<file path="src/rtl/floppy_period_bank.sv">
// ============================================================================
// floppy_period_bank: receives note periods over a 4-phase handshake and
// latches them into NUM_DRIVES clamped period registers.
// Revision: 1.0
// ============================================================================
`default_nettype none

module floppy_period_bank #(
    parameter int NUM_DRIVES  = 8,
    parameter int PERIOD_W    = 16,
    parameter int MIN_PERIOD  = 16,
    parameter int TIMEOUT_CYC = 4096,
    parameter int CNT_W       = 8
) (
    input  logic                           clock_98k,
    input  logic                           reset,
    input  logic                           clock_valid,
    input  logic [NUM_DRIVES*PERIOD_W-1:0] period_in,
    input  logic [NUM_DRIVES-1:0]          update_mask,
    input  logic                           floppy_command,
    output logic                           floppy_response,
    output logic [NUM_DRIVES*PERIOD_W-1:0] period_out,
    output logic                           busy,
    output logic                           timeout_err,
    output logic [CNT_W-1:0]               update_count,
    output logic [2:0]                     state_out
);

    typedef enum logic [2:0] {
        S_RESET   = 3'd0,
        S_WAIT    = 3'd1,
        S_RECEIVE = 3'd2,
        S_ACK     = 3'd3,
        S_HOLD    = 3'd4,
        S_ERR     = 3'd5
    } state_t;

    localparam int                 TW        = $clog2(TIMEOUT_CYC + 1);
    localparam logic [TW-1:0]      HOLD_LAST = TW'(TIMEOUT_CYC - 1);
    localparam logic [TW-1:0]      HOLD_SAT  = TW'(TIMEOUT_CYC);
    localparam logic [PERIOD_W-1:0] MIN_P    = PERIOD_W'(MIN_PERIOD);

    state_t        state;
    logic [TW-1:0] hold_cnt;

    // Zero means silence and passes through; other short periods are raised to the floor.
    function automatic logic [PERIOD_W-1:0] clamp_period(input logic [PERIOD_W-1:0] v);
        if (v == '0)
            return '0;
        else if (v < MIN_P)
            return MIN_P;
        else
            return v;
    endfunction

    always_ff @(posedge clock_98k) begin
        if (clock_valid) begin
            if (reset) begin
                state           <= S_RESET;
                period_out      <= '0;
                floppy_response <= 1'b0;
                busy            <= 1'b1;
                timeout_err     <= 1'b0;
                update_count    <= '0;
                hold_cnt        <= '0;
            end else begin
                case (state)
                    S_RESET: begin
                        state           <= S_WAIT;
                        busy            <= 1'b0;
                        floppy_response <= 1'b0;
                    end
                    S_WAIT: begin
                        if (floppy_command) begin
                            state <= S_RECEIVE;
                            busy  <= 1'b1;
                        end
                    end
                    S_RECEIVE: begin
                        for (int k = 0; k < NUM_DRIVES; k++) begin
                            if (update_mask[k])
                                period_out[k*PERIOD_W +: PERIOD_W] <=
                                    clamp_period(period_in[k*PERIOD_W +: PERIOD_W]);
                        end
                        update_count    <= update_count + 1'b1;
                        state           <= S_ACK;
                        floppy_response <= 1'b1;
                    end
                    S_ACK: begin
                        state    <= S_HOLD;
                        hold_cnt <= '0;
                    end
                    S_HOLD: begin
                        if (!floppy_command) begin
                            state           <= S_WAIT;
                            floppy_response <= 1'b0;
                            busy            <= 1'b0;
                        end else if (hold_cnt >= HOLD_LAST) begin
                            state           <= S_ERR;
                            floppy_response <= 1'b0;
                            timeout_err     <= 1'b1;
                        end
                        if (hold_cnt != HOLD_SAT)
                            hold_cnt <= hold_cnt + 1'b1;
                    end
                    S_ERR: begin
                        if (!floppy_command) begin
                            state <= S_WAIT;
                            busy  <= 1'b0;
                        end
                    end
                    default: begin
                        state           <= S_RESET;
                        floppy_response <= 1'b0;
                        busy            <= 1'b1;
                    end
                endcase
            end
        end
    end

    assign state_out = state;

endmodule

`default_nettype wire

</file>
<file path="config.mk">
export PLATFORM = sky130hd
export DESIGN_NAME = floppy_period_bank
export DESIGN_NICKNAME = d
export VERILOG_FILES = /design/src/rtl/floppy_period_bank.sv
export SDC_FILE = /design/constraint.sdc
export NUM_CORES = 1
export LEC_CHECK = 0
export CAP_MARGIN = 20
export CORE_MARGIN = 4
export CORE_UTILIZATION = 35
export CTS_CLUSTER_DIAMETER = 150
export CTS_CLUSTER_SIZE = 30
export DETAILED_ROUTE_END_ITERATION = 8
export PLACE_DENSITY_LB_ADDON = 0.08
export SLEW_MARGIN = 5
export SYNTH_ARGS = -nofsm -noshare
export SYNTH_HDL_FRONTEND = slang
export SYNTH_SLANG_ARGS = --single-unit
</file>
<file path="constraint.sdc">
create_clock -name clock_98k -period 2.5 [get_ports clock_98k]
set_input_delay 0.5 -clock clock_98k [delete_from_list [all_inputs] [get_ports clock_98k]]
set_output_delay 0.5 -clock clock_98k [all_outputs]
set_load 0.05 [all_outputs]
</file>
# Word level (Yosys, flattened, before mapping)

Index checks and enable logic that the tools add are counted.

Register bits: 155
Input bits: 140
Logic and storage cells: 119
Output and inout bits: 142

$add $sub $neg: 2
Reduce and logical (&&, ||, !) cells: 39
Eq/ne operators: 13
Muxes and demuxes: 42
Magnitude comparators: 9

Operators with widths:

| cell                                                        | number |
|---|---|
| 2-to-1 mux 16 bit                                           | 24 |
| logical NOT 16 bit                                          | 8 |
| less-than comparator 16 x 5 -> 1 bit, second input constant | 8 |
| 2-to-1 mux 128 bit                                          | 1 |
| AND reduction 3 bit                                         | 10 |
| one-hot mux 13 bit (2 select lines)                         | 1 |
| nonzero test 2 bit                                          | 12 |
| one-hot mux 3 bit (6 select lines)                          | 1 |
| adder 13 x 1 -> 13 bit, second input constant               | 1 |
| >= comparator 13 x 12 -> 1 bit, second input constant       | 1 |
| 2-to-1 mux 13 bit                                           | 1 |
| != test 13 bit, second input constant                       | 1 |
| 2-to-1 mux 3 bit                                            | 4 |
| != test 3 bit, second input constant                        | 4 |
| AND reduction 4 bit                                         | 3 |
| adder 8 x 1 -> 8 bit, second input constant                 | 1 |
| 2-to-1 mux 8 bit                                            | 1 |
| 2-to-1 mux 1 bit                                            | 7 |
| equality test 3 x 2 -> 1 bit, second input constant         | 2 |
| equality test 3 bit, second input constant                  | 2 |
| != test 2 x 1 -> 1 bit, second input constant               | 2 |
| != test 4 bit, second input constant                        | 1 |
| one-hot mux 1 bit (4 select lines)                          | 1 |
| OR reduction 2 bit                                          | 2 |
| 6 further kinds                                             | 6 |

# Depth between registers and ports, before layout

Word-level depth: 5
Depth in mapped cells: 6
Mapped depth without buffers: 6

# Worst setup path after synthesis

Ideal clock, no wire load.

Kind: reg2reg
Start point: register state[0], in the netlist state_out[0]
End point: register period_out[0] (enable)
Buffers on the path: 1
Cell stages (with the launch flop): 5
Slack: 0.106 ns
Data required time: 2.112 ns
Setup time: 0.388 ns
Clock period less this slack: 2.394 ns
Data arrival time: 2.005 ns
Path through: edfxtp_1 -> clkbuf_1 -> nor3b_1 -> o21ai_1 -> nor2_1

Longest elaborated chain between the ends: 3

Ends and longest elaborated chain:

| what                          | RTL line | text |
|---|---|---|
| start, declared               | 43       | `state_t state;` |
| start signal, assigned        | 59       | `state <= S_RESET;` |
| start signal, assigned        | 69       | `state <= S_WAIT;` |
| start signal, assigned        | 75       | `state <= S_RECEIVE;` |
| equality test 3 x 2 -> 1 bit  | 67       | `case (state)` |
| nonzero test 2 bit (no line)  | n/a      |  |
| AND reduction 3 bit (no line) | n/a      |  |
| end signal, assigned by index | 82       | `period_out[k*PERIOD_W +: PERIOD_W] <=` |
| end, declared                 | 22       | `output logic [NUM_DRIVES*PERIOD_W-1:0] period_out,` |

Every way passes these cells.
A chain may end at the register's enable or synchronous reset.

# Worst setup path in the final report

Start point: register state[0], in the netlist state_out[0]
End point: output port state_out[0]

RTL lines:

| what          | RTL line | text |
|---|---|---|
| end, declared | 26       | `output logic [2:0] state_out` |

No word-level cell between the ends.

==> summary.md <==
| Metric | Value |
|---|---|
| Status | `finished clean` |
| Final instance area | `0.01028 mm^2` |
| First-pass DRT Iterations | `4` |
| R2R Path Start | `hold_cnt[0]$_SDFFCE_PP0P_` |
| Max clock buf depth | `2` |
| Minimum clock period | `2.317 ns` |
| P per Cell Area | `around 660 mW/mm^2` |
| Area of the die | `0.02105 mm^2` |
| Yosys reg bits | `155` |
| Max Slew Vio Count | `0` |
| Initial antenna violation count | `0` |
| RSZ-0062 raised after global routing | `no` |
| Vias per cell | `~4.8` |
| Wire per inst | `18.19 um` |
| Post-DP Area | `approximately 0.0097 mm^2` |
| Fmax achieved | `~0.43 GHz` |
| Cell family with most CP delay | `buffers and inverters` |
| Setup crit end | `state_out[0]` |
| Vias | `about 4900` |
| Die height | `~150 um` |
| Crit path DAT | `1.82 ns` |
| Worst-margin pin slew | `0.6126 ns` |
| Synth cell types | `32` |
| Hold bufs inserted after CTS | `0` |
| GRT Total Usage | `17.42%` |
| # diodes | `0` |
| Core area | `0.01821 mm^2` |
| Detail Route Antenna Nets | `0` |
| Worst setup path startpoint | `state_out[0]$_SDFFCE_PP0P_` |
| CP Class | `flop to output port` |
| Area Growth Syn to Fin | `56.25%` |
| CP Max Fanout | `9` |
| Post-Synthesis Cells | `481` |
| Worst hold path class | `primary input to flop` |
| Crit share post-route | `92.70%` |
| Post-synthesis sequential area ratio | `a little over two thirds` |
| FP Rows | `49` |
| R2R Setup Slk | `0.52 ns` |
| CP cell instances | `clkdlybuf4s50_1` |
| Post_cts resized | `0` |
| TritonCTS clock tree | `built` |
| Worst clock skew | `0.01196 ns` |
| Total grt overflow | `0` |
| Avg Inst Size Synth | `13.67 um^2` |
| Root buf cell | `clkbuf_16` |
| Num ports | `282` |
| Vias in the first global route | `5050` |
| Net Count, Synth | `624` |
| Synthesized area | `0.006578 mm^2` |
| Crit. path cell count | `1` |
| VDD IR-drop max | `0.4447 mV` |
| Crit start category | `flop` |
| Share of layout cells above drive strength 1 | `5.830%` |
| Critical Path RT | `2.00 ns` |
| RR Endpoint | `state_out[0]$_SDFFCE_PP0P_` |
| Max-cap violations | `0` |
| Final worst slack | `0.1825 ns` |
| Die W | `145.1 um` |
| Final setup TNS | `0 ns` |
| Yosys warns | `0` |
| Worst path slowest cell | `clkdlybuf4s50_1` |
| Drc violations | `0` |
| First-pass GRT wire length | `28.52 mm` |
| Pre-CTS setup slack | `0.2145 ns` |
| Critical path capture point type | `output port` |
| Pin count of the biggest net entering global routing | `84` |
| Post-CTS Setup Repair Bufs | `0` |
| Worst-path clk slew | `0.06 ns` |
| CTS Sinks | `155` |
| GPL Wtd Cong | `0.8279` |
| WP buf/inv | `1` |
| Largest stage delay on the critical path | `0.89 ns` |
| PortBufs | `281` |
| Post-DP HPWL | `roughly 14 mm` |
| Worst-Skew Late Latency | `0.42 ns` |
| H-tree Lvls | `4` |
| Drt total wl | `~19 mm` |
| LEAKAGE | `0.003550 uW` |
| Final setup vio count | `0` |
| Initial Util | `a little over a third` |
| DRT iter0 DRCs | `~270` |
| CTS Buf Count | `17` |
| Final nets | `about 900` |
| Slew margin rel. | `59.03%` |
| FF-to-FF path depth | `5` |
| Final hold vios | `0` |
state kept, by name (all words and copies together) (netlist names):
register	count
period_out	128
hold_cnt	13
update_count	8
state_out	3
busy	1
floppy_response	1
timeout_err	1
stage by stage:
step           power [uW]  std cells  hold WS, ns  utilization (%)
6_report             6808       1018       0.4624            56.44
5_1_grt              7049       1018       0.4600            56.44
4_1_cts              6881       1018       0.4412            56.44
3_5_place_dp         4414        987       0.6133            53.38
3_3_place_gp         4397        986       0.6048            53.32
2_1_floorplan        3825        481       0.6083                -
power breakdown:
part	internal (uW)	switching, uW	leakage (uW)	total [uW]
sequential	3040	68.8	0.00147	3110
combinational	506	739	0.00182	1240
clock	1460	996	0.000260	2460
total	5000	1800	0.00355	6810
Yosys cell counts:
| library cell | instances | area, um^2 |
|---|---|---|
| buf_1 | 1 | 3.750 |
| edfxtp_1 | 155 | 4654 |
| or3_1 | 2 | 12.51 |
| nor3_1 | 4 | 20.02 |
| nand4_1 | 1 | 6.260 |
| or4_4 | 2 | 22.52 |
| nand2_1 | 6 | 22.52 |
| a21oi_1 | 11 | 55.05 |
| ha_1 | 3 | 37.54 |
| nor3b_1 | 1 | 7.510 |
| o21a_1 | 4 | 30.03 |
| or4_1 | 9 | 67.56 |
| clkbuf_1 | 12 | 45.04 |
| nor4_1 | 27 | 168.9 |
| and2_1 | 33 | 206.5 |
| o211ai_1 | 1 | 7.510 |
| inv_1 | 8 | 30.03 |
| o311a_1 | 1 | 10.01 |
| and2b_1 | 1 | 7.510 |
| a2bb2oi_1 | 1 | 8.760 |
| xnor2_1 | 12 | 105.1 |
| nor2_1 | 53 | 198.9 |
| buf_2 | 4 | 20.02 |
| nand2b_1 | 3 | 18.77 |
| nor4_2 | 2 | 25.02 |
| xor2_1 | 7 | 61.31 |
| nor2b_1 | 91 | 569.3 |
| o21ai_1 | 1 | 5.000 |
| nand3_1 | 11 | 55.05 |
| and3_1 | 12 | 75.07 |
| nand3b_1 | 1 | 7.510 |
| nand4_2 | 1 | 12.51 |
logic make-up (layout without fill, tap and decap cells):
logic type                 Yosys count  in the layout  share of synthesized area, %
adders and majority gates            3              3                        0.5707
and+or+nand+nor                    260            260                         22.86
DFF                                155            155                         70.76
AOI/OAI and AO/OA                   19             19                         1.769
xor gates and xnor gates            19             19                         2.530
buffers and inverters               25            333                         1.503
worst min-delay path by stage:
stage	slack, ns	cells after the start	startpoint	to
floorplan	0.61	2	hold_cnt[11]$_SDFFCE_PP0P_	hold_cnt[11]$_SDFFCE_PP0P_
global placement	0.60	1	update_count[0]$_SDFFCE_PP0P_	update_count[0]$_SDFFCE_PP0P_
detailed placement	0.61	2	update_count[7]$_SDFFCE_PP0P_	update_count[7]$_SDFFCE_PP0P_
CTS	0.44	2	reset	state_out[1]$_SDFFCE_PP0P_
global route	0.46	2	reset	state_out[2]$_SDFFCE_PP0P_
finish	0.46	2	reset	state_out[1]$_SDFFCE_PP0P_
routing by layer:
layer / wire (um) / GRT usage, % / vias to the layer above
met5: 0 / 0 / -
met3: 1317 / 5.519 / 29
met2: 9264 / 30.14 / 187
met4: 463 / 6.505 / 0
met1: 7472 / 20.40 / 2328
li1: - / - / 2337
final cells by class:
cell class | instances | area, um^2
fill | 1515 | 7931
sequential | 155 | 4654
timing repair buffer | 294 | 2924
multi-input combinational | 301 | 1824
clock buffer | 20 | 436.7
tap | 229 | 286.5
clock inverter | 11 | 121.4
inverter | 8 | 30.03
cells in the final DEF (no fill, tap or decap), drive strengths merged, types with 6 or more instances in the layout:
master | synthesis | layout
nor4 | 29 | 29
xor2 | 7 | 7
a21oi | 11 | 11
clkbuf | 12 | 20
nand3 | 11 | 11
nor2b | 91 | 91
nor2 | 53 | 53
xnor2 | 12 | 12
or4 | 11 | 11
and3 | 12 | 12
clkdlybuf4s50 | 0 | 280
edfxtp | 155 | 155
nand2 | 6 | 6
and2 | 33 | 33
buf | 5 | 14
inv | 8 | 9
(Power assumes the default switching activity.)
